## src/rtl/mod_updown_counter.sv

```systemverilog
// Parametrised up/down modulo counter with wrap or saturate, load clamping, tc decodes and a wrap-event tally.
// Latency: all inputs land at the next posedge, tc_* decode cnt directly; no backpressure, advances whenever en is high.
module mod_updown_counter #(
    parameter int WIDTH    = 4,
    parameter int MODULUS  = 6,
    parameter int SAT_MODE = 0,
    parameter int WRAP_W   = 8
) (
    input  logic              clock,
    input  logic              reset,
    input  logic              en,
    input  logic              up,
    input  logic              load,
    input  logic [WIDTH-1:0]  in,
    output logic [WIDTH-1:0]  cnt,
    output logic              tc_up,
    output logic              tc_dn,
    output logic              wrap,
    output logic [WRAP_W-1:0] wraps,
    output logic              load_err
);

    localparam logic [WIDTH-1:0]  CNT_MAX = WIDTH'(MODULUS - 1);
    localparam logic [WIDTH:0]    MOD_EXT = (WIDTH + 1)'(MODULUS);
    localparam logic [WIDTH-1:0]  CNT_ONE = WIDTH'(1);
    localparam logic [WRAP_W-1:0] WR_ONE  = WRAP_W'(1);
    localparam bit                SAT     = (SAT_MODE != 0);

    generate
        if (MODULUS < 2 || MODULUS > (2 ** WIDTH)) begin : g_bad_modulus
            $error("mod_updown_counter: MODULUS must lie in 2..2**WIDTH");
        end
    endgenerate

    logic [WIDTH-1:0] cnt_nxt;
    logic             wrap_nxt;
    logic             lerr_nxt;

    // Terminal compares look at cnt before the add, so cnt+1 overflowing at MODULUS=2**WIDTH is never used.
    always_comb begin
        cnt_nxt  = cnt;
        wrap_nxt = 1'b0;
        lerr_nxt = 1'b0;
        if (load) begin
            if ({1'b0, in} < MOD_EXT) begin
                cnt_nxt = in;
            end else begin
                cnt_nxt  = CNT_MAX;
                lerr_nxt = 1'b1;
            end
        end else if (en) begin
            if (up) begin
                if (cnt != CNT_MAX) begin
                    cnt_nxt = cnt + CNT_ONE;
                end else if (!SAT) begin
                    cnt_nxt  = '0;
                    wrap_nxt = 1'b1;
                end
            end else begin
                if (cnt != '0) begin
                    cnt_nxt = cnt - CNT_ONE;
                end else if (!SAT) begin
                    cnt_nxt  = CNT_MAX;
                    wrap_nxt = 1'b1;
                end
            end
        end
    end

    always_ff @(posedge clock) begin
        if (!reset) begin
            cnt      <= '0;
            wrap     <= 1'b0;
            wraps    <= '0;
            load_err <= 1'b0;
        end else begin
            cnt      <= cnt_nxt;
            wrap     <= wrap_nxt;
            load_err <= lerr_nxt;
            if (wrap_nxt && (wraps != '1)) begin
                wraps <= wraps + WR_ONE;
            end
        end
    end

    assign tc_up = (cnt == CNT_MAX);
    assign tc_dn = (cnt == '0);

endmodule
```

## config.mk

```make
export PLATFORM = sky130hd
export DESIGN_NAME = mod_updown_counter
export DESIGN_NICKNAME = d
export VERILOG_FILES = /design/src/rtl/mod_updown_counter.sv
export SDC_FILE = /design/constraint.sdc
export NUM_CORES = 1
export LEC_CHECK = 0
export CORE_MARGIN = 2
export CORE_UTILIZATION = 30
export DETAILED_ROUTE_END_ITERATION = 8
export PLACE_DENSITY_LB_ADDON = 0.12
export SYNTH_ARGS = -nofsm -noshare
export SYNTH_HDL_FRONTEND = slang
export SYNTH_SLANG_ARGS = --single-unit
```

## constraint.sdc

```tcl
create_clock -name clock -period 3.22 [get_ports clock]
set_input_delay 0.805 -clock clock [delete_from_list [all_inputs] [get_ports clock]]
set_output_delay 0.805 -clock clock [all_outputs]
set_load 0.01 [all_outputs]
```

==> impl_metrics.tcl <==
set metrics [dict create \
    max_slew_margin_pct 37.4 \
    synth_cell_types 34 \
    die_extent_in_x_um 55.9 \
    cts_inserted_buffers 3 \
    antenna_found_initial 0 \
    endpoint_type_of_the_worst_setup_path "output port" \
    synth_enable_flop_cells 0 \
    final_period_minus_worst_setup_slack_ps 2440 \
    timing.hold.worst.class "flip-flop to flip-flop" \
    fin_tns_setup_ps 0 \
    ctsHoldBuffers 0 \
    place.gp.congestion 0.744 \
    post-route-period-util_pct 75.8 \
    power.leakage_nw 0.353 \
    grt_setup_unrepaired "false" \
    ys.warnings.count 0 \
    clk_pin_slew_worst_paths_ps 90 \
    finalSetupViolations 0 \
    row_count 18 \
    layout.nets 130 \
    finalHoldViolations 0 \
    clock_tree_from_tritoncts "yes" \
    clock_sinks 14 \
    final_cell_mix "sky130_fd_sc_hd__clkdlybuf4s50_1 (24), sky130_fd_sc_hd__dfxtp_1 (14), sky130_fd_sc_hd__nand2_1 (9), sky130_fd_sc_hd__a21oi_1 (8), sky130_fd_sc_hd__o21ai_0 (6)" \
    antenna_cells 0 \
    maximum_number_of_pins_on_one_net_before_global_route_repair 17 \
    worst_ep_required_time_ps 2410 \
    remaining_drc_errors 0 \
    via_per_instance_ratio 5.23 \
    max_cap_violations 0 \
    finalMaxSlewViolations 0 \
    pwr_density_cell_mw_per_mm2 350 \
    firstDrtPassIters 4 \
    clock-skew-final_ps 5.38 \
    synth_area_per_cell_um2 8.23 \
    grt_pass1_vias 658 \
    fmax_mhz 410 \
    synthesis_to_layout_area_growth_pct 32.9 \
    synthesized_net_count 108 \
    cts_h_tree_depth 1 \
    fill_cells 276 \
    post_cts.resized_instances 0 \
    grt_remaining_overflow 0 \
    pin_count 25 \
    routed_wirelength_um 1780 \
    synthesis.area_um2 807 \
    postSynthRegisterBits 14 \
    postPlaceCellArea_mm2 0.00104 \
    worstSetupStartpointType "flip-flop" \
    io_buffers 24 \
    floorplan.die.height_um 55.9 \
    clock_tree.buffer_depth 2 \
    grt_pass1_wl_um 2960 \
    synthArstFlopShare_pct 0 \
    count_of_buffers_added_by_post_cts_timing_repair_for_setup 0 \
    vias 780 \
    tightest_slew_ps 932 \
    area_of_the_core_region_mm2 0.00252 \
    dominantRegCellSynth "sky130_fd_sc_hd__dfxtp_1" \
    netlist_instances 98 \
    seq_area_frac_synth_pct 34.7 \
    drt-initial-drc-count 18 \
    cp_arrival_ps 1640 \
    grtUsageTotal_pct 11.7 \
    hpwl_um 1270 \
    drive_gt1_share_pct 8.40 \
    initial_core_utilization_pct 32.0 \
    dieArea_mm2 0.00312 \
    fin_area_mm2 0.00107 \
    worstPathMaxFanout 11 \
    ir_worst_vdd_mv 0.249 \
    final_antenna_net_count 0 \
    clock_tree.root_cell "sky130_fd_sc_hd__clkbuf_4" \
    status "finished, final reports clean" \
    routed_wire_length_per_instance_um 12.0 \
    clock_insertion_delay_worst_skew_ps 280 \
    layout_commonest_cell "sky130_fd_sc_hd__clkdlybuf4s50_1" \
    category_of_the_most_critical_setup_path "flip-flop to output port" \
]
[area by class of cell]
type | instances | area [µm²] | area share [%]
repair buffers | 24 | 240 | 22.4
well taps | 30 | 37.5 | 3.50
clock buffers | 4 | 36.3 | 3.38
inverters | 6 | 22.5 | 2.10
multi-input cells | 71 | 455 | 42.5
flip-flops and latches | 14 | 280 | 26.1
[routing by layer]
layer  vias to the layer above  global-route usage (%)  share of wire [%]
li1                        404                       -                  -
met1                       349                    16.8                 52
met2                        25                    16.3                 40
met4                         0                    2.04               0.73
met3                         2                    4.88                6.7
met5                         -                       0                  0
[worst max-delay path, cell delays in order, from the launching register on]
cell                              delay, ps
sky130_fd_sc_hd__dfxtp_1                570
sky130_fd_sc_hd__nand2_1                 90
sky130_fd_sc_hd__nor3_1                 140
sky130_fd_sc_hd__clkdlybuf4s50_1        560
[power breakdown]
part | internal [mW] | switching, mW
Combinational | 0.0337 | 0.0276
Clock | 0.0687 | 0.0564
Sequential | 0.178 | 0.0110
Total | 0.280 | 0.0949
[worst paths after layout]
| kind | from | endpoint | slack, ps | depth (start not counted) |
|---|---|---|---|---|
| hold reg to reg | wraps[6]$_SDFFE_PN0P_ | wraps[6]$_SDFFE_PN0P_ | 500 | 2 |
| hold / removal | wraps[6]$_SDFFE_PN0P_ | wraps[6]$_SDFFE_PN0P_ | 500 | 2 |
| setup reg to reg | wraps[0]$_SDFFE_PN0P_ | wraps[7]$_SDFFE_PN0P_ | 1230 | 5 |
| setup / recovery | cnt[0]$_SDFFE_PN0P_ | tc_up | 780 | 3 |
[sequential cells by signal, summed over array words and instances (netlist names)]
register / flops
cnt: 4
wraps: 8
load_err: 1
wrap: 1
[stage by stage]
step                cells  hold slack, ps  total power [mW]  setup slack, ps  util (%)
finish                149             500             0.375              779      42.5
global route          149             536             0.393              645      42.5
CTS                   149             508             0.380              758      42.5
detailed placement    145             493             0.254              576      41.1
global placement      145             479             0.253              612      41.1
floorplan              98             502             0.226             1220         -
[cell families (layout without fill, tap and decap cells)]
group / after synthesis / after routing / synth area share [%]
fa+ha+maj: 1 / 1 / 1.55
simple gates: 38 / 38 / 27.6
compound gates: 27 / 27 / 21.6
xor+xnor: 3 / 3 / 3.26
flops: 14 / 14 / 34.7
buf+inv: 13 / 34 / 8.84
mux: 2 / 2 / 2.48
[Yosys cell counts, drive strengths merged, types with 2 or more instances]
| cell | instances | area share (%) |
|---|---|---|
| nand3 | 4 | 2.5 |
| a21oi | 8 | 5.0 |
| o41ai | 2 | 2.2 |
| o31ai | 3 | 2.8 |
| dfxtp | 14 | 35 |
| or4 | 2 | 1.9 |
| a31oi | 2 | 1.6 |
| nor2 | 5 | 2.3 |
| xor2 | 3 | 3.3 |
| buf | 6 | 5.6 |
| mux2i | 2 | 2.5 |
| o311ai | 3 | 3.3 |
| o21ai | 7 | 4.8 |
| nor3 | 4 | 3.1 |
| or3 | 3 | 2.3 |
| nor4 | 3 | 2.3 |
| nand2 | 9 | 4.2 |
| or2 | 2 | 1.6 |
| inv | 5 | 2.3 |
No activity file was read; power rests on OpenSTA's default activity.
